File: src/rtl/led_fade_controller_if.sv
// Bus bundle for led_fade_controller: config port, CPU device-bus request and LED device drive.
// The irq wire exists only when LED_FADE_IRQ_EN is defined.
interface led_fade_controller_if;
  logic       cfg_enable;
  logic       cfg_mode;
  logic [4:0] cfg_address;
  logic [7:0] cfg_wdata;
  logic [7:0] cfg_rdata;
  logic       cpu_req;
  logic [3:0] cpu_address;
  logic       cpu_mode;
  logic [7:0] cpu_data;
  logic       cpu_grant;
  logic [3:0] dev_address;
  logic       dev_enable;
  logic       dev_mode;
  logic [7:0] dev_data;
`ifdef LED_FADE_IRQ_EN
  logic       irq;
`endif

  modport master (
    output cfg_enable, cfg_mode, cfg_address, cfg_wdata,
    output cpu_req, cpu_address, cpu_mode, cpu_data,
    input  cfg_rdata, cpu_grant, dev_address, dev_enable, dev_mode, dev_data
`ifdef LED_FADE_IRQ_EN
    , input irq
`endif
  );

  modport slave (
    input  cfg_enable, cfg_mode, cfg_address, cfg_wdata,
    input  cpu_req, cpu_address, cpu_mode, cpu_data,
    output cfg_rdata, cpu_grant, dev_address, dev_enable, dev_mode, dev_data
`ifdef LED_FADE_IRQ_EN
    , output irq
`endif
  );
endinterface

File: src/rtl/led_fade_controller.sv
// Fades NUM_CH LED channels toward programmed targets, writing each change to the LED device bus.
// The CPU always wins the device bus. Optional completion interrupt: define LED_FADE_IRQ_EN.
module led_fade_controller #(
  parameter int NUM_CH = 10,
  parameter int DIV_W  = 8
) (
  input logic                  clk,
  input logic                  reset,
  led_fade_controller_if.slave bus
);
  typedef enum logic [1:0] {S_IDLE = 2'd0, S_WAIT = 2'd1, S_SCAN = 2'd2, S_WRITE = 2'd3} state_t;
  localparam logic [3:0] LAST_CH = 4'(NUM_CH - 1);

  state_t           r_state;
  logic [7:0]       r_target  [NUM_CH];
  logic [7:0]       r_current [NUM_CH];
  logic [7:0]       r_step;
  logic [DIV_W-1:0] r_div;
  logic [DIV_W-1:0] r_div_cnt;
  logic             r_run;
  logic             r_sync;
  logic [3:0]       r_ch;
  logic             r_dev_en;
  logic [3:0]       r_dev_addr;
  logic [7:0]       r_dev_data;
  logic [7:0]       r_rdata;
  logic             w_cfg_wr;
  logic             w_cfg_rd;
  logic             w_run_nxt;
  logic             w_all_done;
  logic             w_irq_bit;
  logic             w_busy;
  logic [7:0]       w_cur;
  logic [7:0]       w_tgt;
  logic [7:0]       w_nxt;
  logic [7:0]       w_rdata;
  logic [8:0]       w_up;

  assign w_cfg_wr  = bus.cfg_enable & ~bus.cfg_mode;
  assign w_cfg_rd  = bus.cfg_enable & bus.cfg_mode;
  // Look ahead at run so that clearing it drops a pending write on the very same edge.
  assign w_run_nxt = (w_cfg_wr && (bus.cfg_address == 5'h12)) ? bus.cfg_wdata[0] : r_run;
  assign w_busy    = (r_state != S_IDLE);

  always_ff @(posedge clk) begin
    if (reset) begin
      for (int i = 0; i < NUM_CH; i++) r_target[i] <= 8'h00;
      r_step <= 8'h01;
      r_div  <= '0;
      r_run  <= 1'b0;
    end else if (w_cfg_wr) begin
      if (bus.cfg_address < 5'(NUM_CH)) begin
        r_target[bus.cfg_address[3:0]] <= bus.cfg_wdata;
      end else begin
        case (bus.cfg_address)
          5'h10:   r_step <= bus.cfg_wdata;
          5'h11:   r_div  <= DIV_W'(bus.cfg_wdata);
          5'h12:   r_run  <= bus.cfg_wdata[0];
          default: r_run  <= r_run;
        endcase
      end
    end
  end

  always_comb begin
    w_cur = r_current[r_ch];
    w_tgt = r_target[r_ch];
    w_up  = {1'b0, w_cur} + {1'b0, r_step};
    if (r_step == 8'h00) begin
      w_nxt = w_tgt;
    end else if (w_cur < w_tgt) begin
      w_nxt = (w_up > {1'b0, w_tgt}) ? w_tgt : w_up[7:0];
    end else if ({1'b0, w_cur} < ({1'b0, w_tgt} + {1'b0, r_step})) begin
      w_nxt = w_tgt;
    end else begin
      w_nxt = w_cur - r_step;
    end
  end

  always_comb begin
    w_all_done = 1'b1;
    for (int i = 0; i < NUM_CH; i++) w_all_done = w_all_done & (r_current[i] == r_target[i]);
  end

  always_ff @(posedge clk) begin
    if (reset) begin
      r_state    <= S_IDLE;
      r_ch       <= 4'd0;
      r_sync     <= 1'b0;
      r_div_cnt  <= '0;
      r_dev_en   <= 1'b0;
      r_dev_addr <= 4'd0;
      r_dev_data <= 8'h00;
      for (int i = 0; i < NUM_CH; i++) r_current[i] <= 8'h00;
    end else if (!w_run_nxt) begin
      // A write already visible this cycle with the bus free has reached the device.
      if ((r_state == S_WRITE) && !bus.cpu_req) r_current[r_ch] <= r_dev_data;
      r_state  <= S_IDLE;
      r_ch     <= 4'd0;
      r_sync   <= 1'b0;
      r_dev_en <= 1'b0;
    end else begin
      case (r_state)
        S_IDLE: begin
          if (r_run) begin
            r_state <= S_SCAN;
            r_ch    <= 4'd0;
            r_sync  <= 1'b1;
          end
        end
        S_WAIT: begin
          if (r_div_cnt == r_div) begin
            r_state <= S_SCAN;
            r_ch    <= 4'd0;
          end else begin
            r_div_cnt <= r_div_cnt + DIV_W'(1);
          end
        end
        S_SCAN: begin
          if ((w_nxt != w_cur) || r_sync) begin
            r_state    <= S_WRITE;
            r_dev_en   <= 1'b1;
            r_dev_addr <= r_ch;
            r_dev_data <= w_nxt;
          end else if (r_ch == LAST_CH) begin
            r_state   <= S_WAIT;
            r_ch      <= 4'd0;
            r_sync    <= 1'b0;
            r_div_cnt <= '0;
          end else begin
            r_ch <= r_ch + 4'd1;
          end
        end
        S_WRITE: begin
          if (!bus.cpu_req) begin
            r_current[r_ch] <= r_dev_data;
            r_dev_en        <= 1'b0;
            if (r_ch == LAST_CH) begin
              r_state   <= S_WAIT;
              r_ch      <= 4'd0;
              r_sync    <= 1'b0;
              r_div_cnt <= '0;
            end else begin
              r_state <= S_SCAN;
              r_ch    <= r_ch + 4'd1;
            end
          end
        end
        default: r_state <= S_IDLE;
      endcase
    end
  end

`ifdef LED_FADE_IRQ_EN
  logic r_irq;
  logic r_done_d;
  always_ff @(posedge clk) begin
    if (reset) begin
      r_irq    <= 1'b0;
      r_done_d <= 1'b1;
    end else begin
      r_done_d <= w_all_done;
      if (w_all_done && !r_done_d && r_run) begin
        r_irq <= 1'b1;
      end else if (w_cfg_wr && (bus.cfg_address == 5'h13)) begin
        r_irq <= 1'b0;
      end
    end
  end
  assign w_irq_bit = r_irq;
  assign bus.irq   = r_irq;
`else
  assign w_irq_bit = 1'b0;
`endif

  always_comb begin
    w_rdata = 8'h00;
    if (bus.cfg_address < 5'(NUM_CH)) begin
      w_rdata = r_target[bus.cfg_address[3:0]];
    end else begin
      case (bus.cfg_address)
        5'h10:   w_rdata = r_step;
        5'h11:   w_rdata = 8'(r_div);
        5'h12:   w_rdata = {7'd0, r_run};
        5'h13:   w_rdata = {5'd0, w_irq_bit, w_all_done, w_busy};
        default: w_rdata = 8'h00;
      endcase
    end
  end

  always_ff @(posedge clk) begin
    if (reset) begin
      r_rdata <= 8'h00;
    end else if (w_cfg_rd) begin
      r_rdata <= w_rdata;
    end
  end

  assign bus.cfg_rdata   = r_rdata;
  assign bus.cpu_grant   = bus.cpu_req;
  assign bus.dev_enable  = bus.cpu_req ? 1'b1 : r_dev_en;
  assign bus.dev_address = bus.cpu_req ? bus.cpu_address : r_dev_addr;
  assign bus.dev_mode    = bus.cpu_req ? bus.cpu_mode : 1'b0;
  assign bus.dev_data    = bus.cpu_req ? bus.cpu_data : r_dev_data;
endmodule
File: src/flat_wrapper.sv
// flat-port wrapper written by rule: the top's interface ports become plain ports
module led_fade_controller_flat 
#(
  parameter int NUM_CH = 10,
  parameter int DIV_W  = 8
)
  (clk, reset, bus_cfg_enable, bus_cfg_mode, bus_cfg_address, bus_cfg_wdata, bus_cpu_req, bus_cpu_address, bus_cpu_mode, bus_cpu_data, bus_cfg_rdata, bus_cpu_grant, bus_dev_address, bus_dev_enable, bus_dev_mode, bus_dev_data);
  led_fade_controller_if bus_i ();
  input logic clk;
  input logic reset;
  input wire logic [$bits(bus_i.cfg_enable)-1:0] bus_cfg_enable;
  input wire logic [$bits(bus_i.cfg_mode)-1:0] bus_cfg_mode;
  input wire logic [$bits(bus_i.cfg_address)-1:0] bus_cfg_address;
  input wire logic [$bits(bus_i.cfg_wdata)-1:0] bus_cfg_wdata;
  input wire logic [$bits(bus_i.cpu_req)-1:0] bus_cpu_req;
  input wire logic [$bits(bus_i.cpu_address)-1:0] bus_cpu_address;
  input wire logic [$bits(bus_i.cpu_mode)-1:0] bus_cpu_mode;
  input wire logic [$bits(bus_i.cpu_data)-1:0] bus_cpu_data;
  output wire logic [$bits(bus_i.cfg_rdata)-1:0] bus_cfg_rdata;
  output wire logic [$bits(bus_i.cpu_grant)-1:0] bus_cpu_grant;
  output wire logic [$bits(bus_i.dev_address)-1:0] bus_dev_address;
  output wire logic [$bits(bus_i.dev_enable)-1:0] bus_dev_enable;
  output wire logic [$bits(bus_i.dev_mode)-1:0] bus_dev_mode;
  output wire logic [$bits(bus_i.dev_data)-1:0] bus_dev_data;
  assign bus_i.cfg_enable = bus_cfg_enable;
  assign bus_i.cfg_mode = bus_cfg_mode;
  assign bus_i.cfg_address = bus_cfg_address;
  assign bus_i.cfg_wdata = bus_cfg_wdata;
  assign bus_i.cpu_req = bus_cpu_req;
  assign bus_i.cpu_address = bus_cpu_address;
  assign bus_i.cpu_mode = bus_cpu_mode;
  assign bus_i.cpu_data = bus_cpu_data;
  assign bus_cfg_rdata = bus_i.cfg_rdata;
  assign bus_cpu_grant = bus_i.cpu_grant;
  assign bus_dev_address = bus_i.dev_address;
  assign bus_dev_enable = bus_i.dev_enable;
  assign bus_dev_mode = bus_i.dev_mode;
  assign bus_dev_data = bus_i.dev_data;
  led_fade_controller #(.NUM_CH(NUM_CH), .DIV_W(DIV_W)) u_core (.clk(clk), .reset(reset), .bus(bus_i));
endmodule
File: config.mk
export PLATFORM = sky130hd
export DESIGN_NAME = led_fade_controller_flat
export DESIGN_NICKNAME = d
export VERILOG_FILES = /design/src/rtl/led_fade_controller_if.sv /design/src/rtl/led_fade_controller.sv /design/src/flat_wrapper.sv
export SDC_FILE = /design/constraint.sdc
export NUM_CORES = 1
export LEC_CHECK = 0
export ABC_CLOCK_PERIOD_IN_PS = 9600
export BUFFER_PORTS_ARGS = -buffer_cell sky130_fd_sc_hd__buf_2
export CAP_MARGIN = 20
export CORE_MARGIN = 3
export CORE_UTILIZATION = 45
export DETAILED_ROUTE_END_ITERATION = 10
export GPL_TIMING_DRIVEN = 1
export SETUP_SLACK_MARGIN = 0.3
export SKIP_LAST_GASP = 1
export SYNTH_ARGS = -nofsm -noshare
export SYNTH_HDL_FRONTEND = slang
export SYNTH_SLANG_ARGS = --single-unit
File: constraint.sdc
create_clock -name clk -period 9.6 [get_ports clk]
set_clock_uncertainty 0.1 [all_clocks]
set_input_delay 0.48 -clock clk [delete_from_list [all_inputs] [get_ports clk]]
set_output_delay 0.48 -clock clk [all_outputs]
set_load 0.02 [all_outputs]
==> impl_metrics.ini <==
[clock_tree]
cts_buffers = 36
cts_resized = 0
clock_path_buffers = 3
cts_max_level = 2
cts_hold_buf = 0
clk_transition_reported_paths_ns = 0.06
root_buffer = clkbuf_16
clock_sinks = 313
clkLatencyLatePin_ns = 0.55
cts_tree = built
post_cts_buffers = 0

[drt]
dr.pass1.iters = 6
routed_wl_um = 54910
drcViolationCount = 0
drtIter0Drc = 1463
vias = 12470
vias_per_cell = 6.142
avgRoutedWirePerCell_um = 27.05
antenna_left = 0

[synthesis]
synth_xor_area_share_pct = 5.131
synth_cell_types = 78
synth_compound_gate_area_share_pct = 8.723
synth_area_leaders = edfxtp_1 (45%), mux4_2 (11%), dfxtp_1 (6.6%)
synthAdderAreaFrac_pct = 3.904
ys_seq_area_share_pct = 51.20
ys_warn_count = 0
synth_ff_type = edfxtp_1
synth-simple-area-share_pct = 13.86
yosys-top-cells-count = edfxtp_1 (256), nor2_1 (167), mux4_2 (84)
synthMuxAreaShare_pct = 14.35
async_reset_ff_share_pct = 0
ys_seq_elements = 313
syn_area_mm2 = 0.01724
yosysMostFrequentCell = edfxtp_1
syn-instance-count = 1398
postSynthAreaPerCell_um2 = 12.33
yosysTopAreaCellShare_pct = 44.59
yosysTopAreaCell = edfxtp_1
synth_top_family_by_area = multiplexers
synth-edff-count = 256

[place]
dpl.hpwl_um = 41350
dp_cells = 1963
port_buffers = 53
finalWeightedCongestion = 0.9617
dp_slack_ns = 1.983
placed_cell_area_mm2 = 0.01816

[floorplanning]
die_h_um = 201.7
dieArea_mm2 = 0.04070
ios = 54
row_count = 71
core_mm2 = 0.03776
start_util_pct = 45.67
die_x_um = 201.7

[finish]
drive_gt1_share_pct = 17.18
diodes = 0
syn_to_final_growth_pct = 12.37
fin_nets = 1574
final_core_util_pct = 51.31
final_area_mm2 = 0.01937
fillers = 3360
final_cells = 2030

[timing]
min_period_ns = 7.730
fin_crit_sh_pct = 80.52
rsz0062_at_grt = no
tns_ns = 0
relSlewSlack_pct = 10.34
finalWorstSetupSlack_ns = 1.870
timing.fmax_ghz = 0.1294
hold_ws_ns = 0.2634
worst_slew_pin_slew_ns = 1.345
setup_viol = 0
slew_viol_final = 0
timing.final.hold_violations = 0

[critical_path]
path_max_fanout = 40
path_cells = buf_12 > mux4_2 > a22o_1 > a221oi_1 > inv_1 > ha_1 > a21oi_1 > o21bai_1 > a21oi_1 > xor2_1 > ha_1 > nand4_1 > a21oi_1 > nor3_1 > nor3_1 > nand3_1 > a21oi_1 > o21ai_0 > a2111oi_4 > a211o_2 > mux2_1 > nor2_1
critPathCaptureType = register
crit_required_ns = 9.97
arrival_ns = 8.10
cp_common_cell = a21oi_1
crit_buf_inv = 2
start_kind = register
critical_path_class = reg -> reg
critPathTopFamily = compound AO/OA/AOI/OAI gates
critPathSlowestCell = a221oi_1
critPathMaxStageDelay_ns = 1.04

[global_route]
antenna_found_initial = 2
grt_max_degree = 52
grtUsageTotal_pct = 27.15
overflow = 0
grt_pass1_vias = 12310
grt_pass1_wl_um = 81420

[pwr]
ir_drop_mv = 0.1199
powerDensity_mw_per_mm2 = 171.1
power_mw = 3.314
p_leak_nw = 6.876

[outcome]
status = complete, no violations

[run]
cap_violations = 0

[hold_path]
min_from = bus_cfg_address[4]
min_path_type = in -> reg
-- tightest hold or removal path, stage by stage --
cell and delay [ns]:
buf_2 0.19, nand3_1 0.11, a311oi_1 0.08
-- final timing paths --
kind / endpoint / slack, ns / depth (start not counted)
max: u_core.r_dev_data[2] / 1.87 / 22
min: u_core.bus.cfg_rdata[1] / 0.26 / 3
max reg2reg: u_core.r_dev_data[2] / 1.87 / 22
min reg2reg: u_core.bus.cfg_rdata[4] / 0.40 / 2
-- flip-flops by register name (all words and copies together) (netlist names), named ones only --
signal / flops
u_core.bus.cfg_rdata: 8
u_core.r_dev_addr: 4
u_core.r_div_cnt: 8
u_core.r_dev_en: 1
u_core.r_current: 128
u_core.r_step: 8
u_core.r_state: 2
u_core.r_ch: 4
u_core.r_run: 1
u_core.r_dev_data: 8
u_core.r_target: 128
u_core.r_sync: 1
u_core.r_div: 8
-- report_power, final --
group	switching, mW	internal (mW)	total [mW]
combinational	0.199	0.131	0.331
clock	0.564	0.847	1.41
sequential	0.0585	1.51	1.57
-- area by class of cell --
type | count | area, um^2 | share of cell area (%)
clock buffer | 44 | 952.2 | 4.915
clock inverter | 22 | 254.0 | 1.311
inverter | 48 | 180.2 | 0.9300
multi-input combinational | 1023 | 8107 | 41.84
sequential | 313 | 8833 | 45.60
tap | 511 | 639.4 | 3.300
timing repair buffer | 69 | 407.9 | 2.105
-- cells by family (layout without fill, tap and decap cells) --
family	Yosys count	after routing
simple gates	477	477
flops	313	313
compound gates	207	207
mux	138	138
buf+inv	109	183
xor+xnor	101	101
fa+ha+maj	52	52
other cells	1	48
-- cell usage in the layout, fill, tap and decap left out, drive strengths merged, types with 10 or more instances in the layout --
cell type / instances
buf: 68
o21ai: 27
conb: 48
nand2b: 29
nand4: 27
a31oi: 11
o22ai: 11
ha: 49
xor2: 28
inv: 51
xnor2: 73
a211oi: 10
nor3: 23
nor2b: 14
mux4: 85
nor4: 16
mux2i: 32
clkbuf: 45
a221oi: 13
edfxtp: 256
and2: 70
nor2: 169
dfxtp: 57
or2: 17
clkinv: 13
mux2: 21
o211ai: 13
nand3: 24
a21oi: 39
nand2: 66
-- routing by layer --
layer	global-route usage [%]	wire (um)
met1	35.70	21640
met2	41.59	24620
met3	8.558	5925
met4	12.04	2674
met5	0	46
Power figures use the tool's default switching activity.
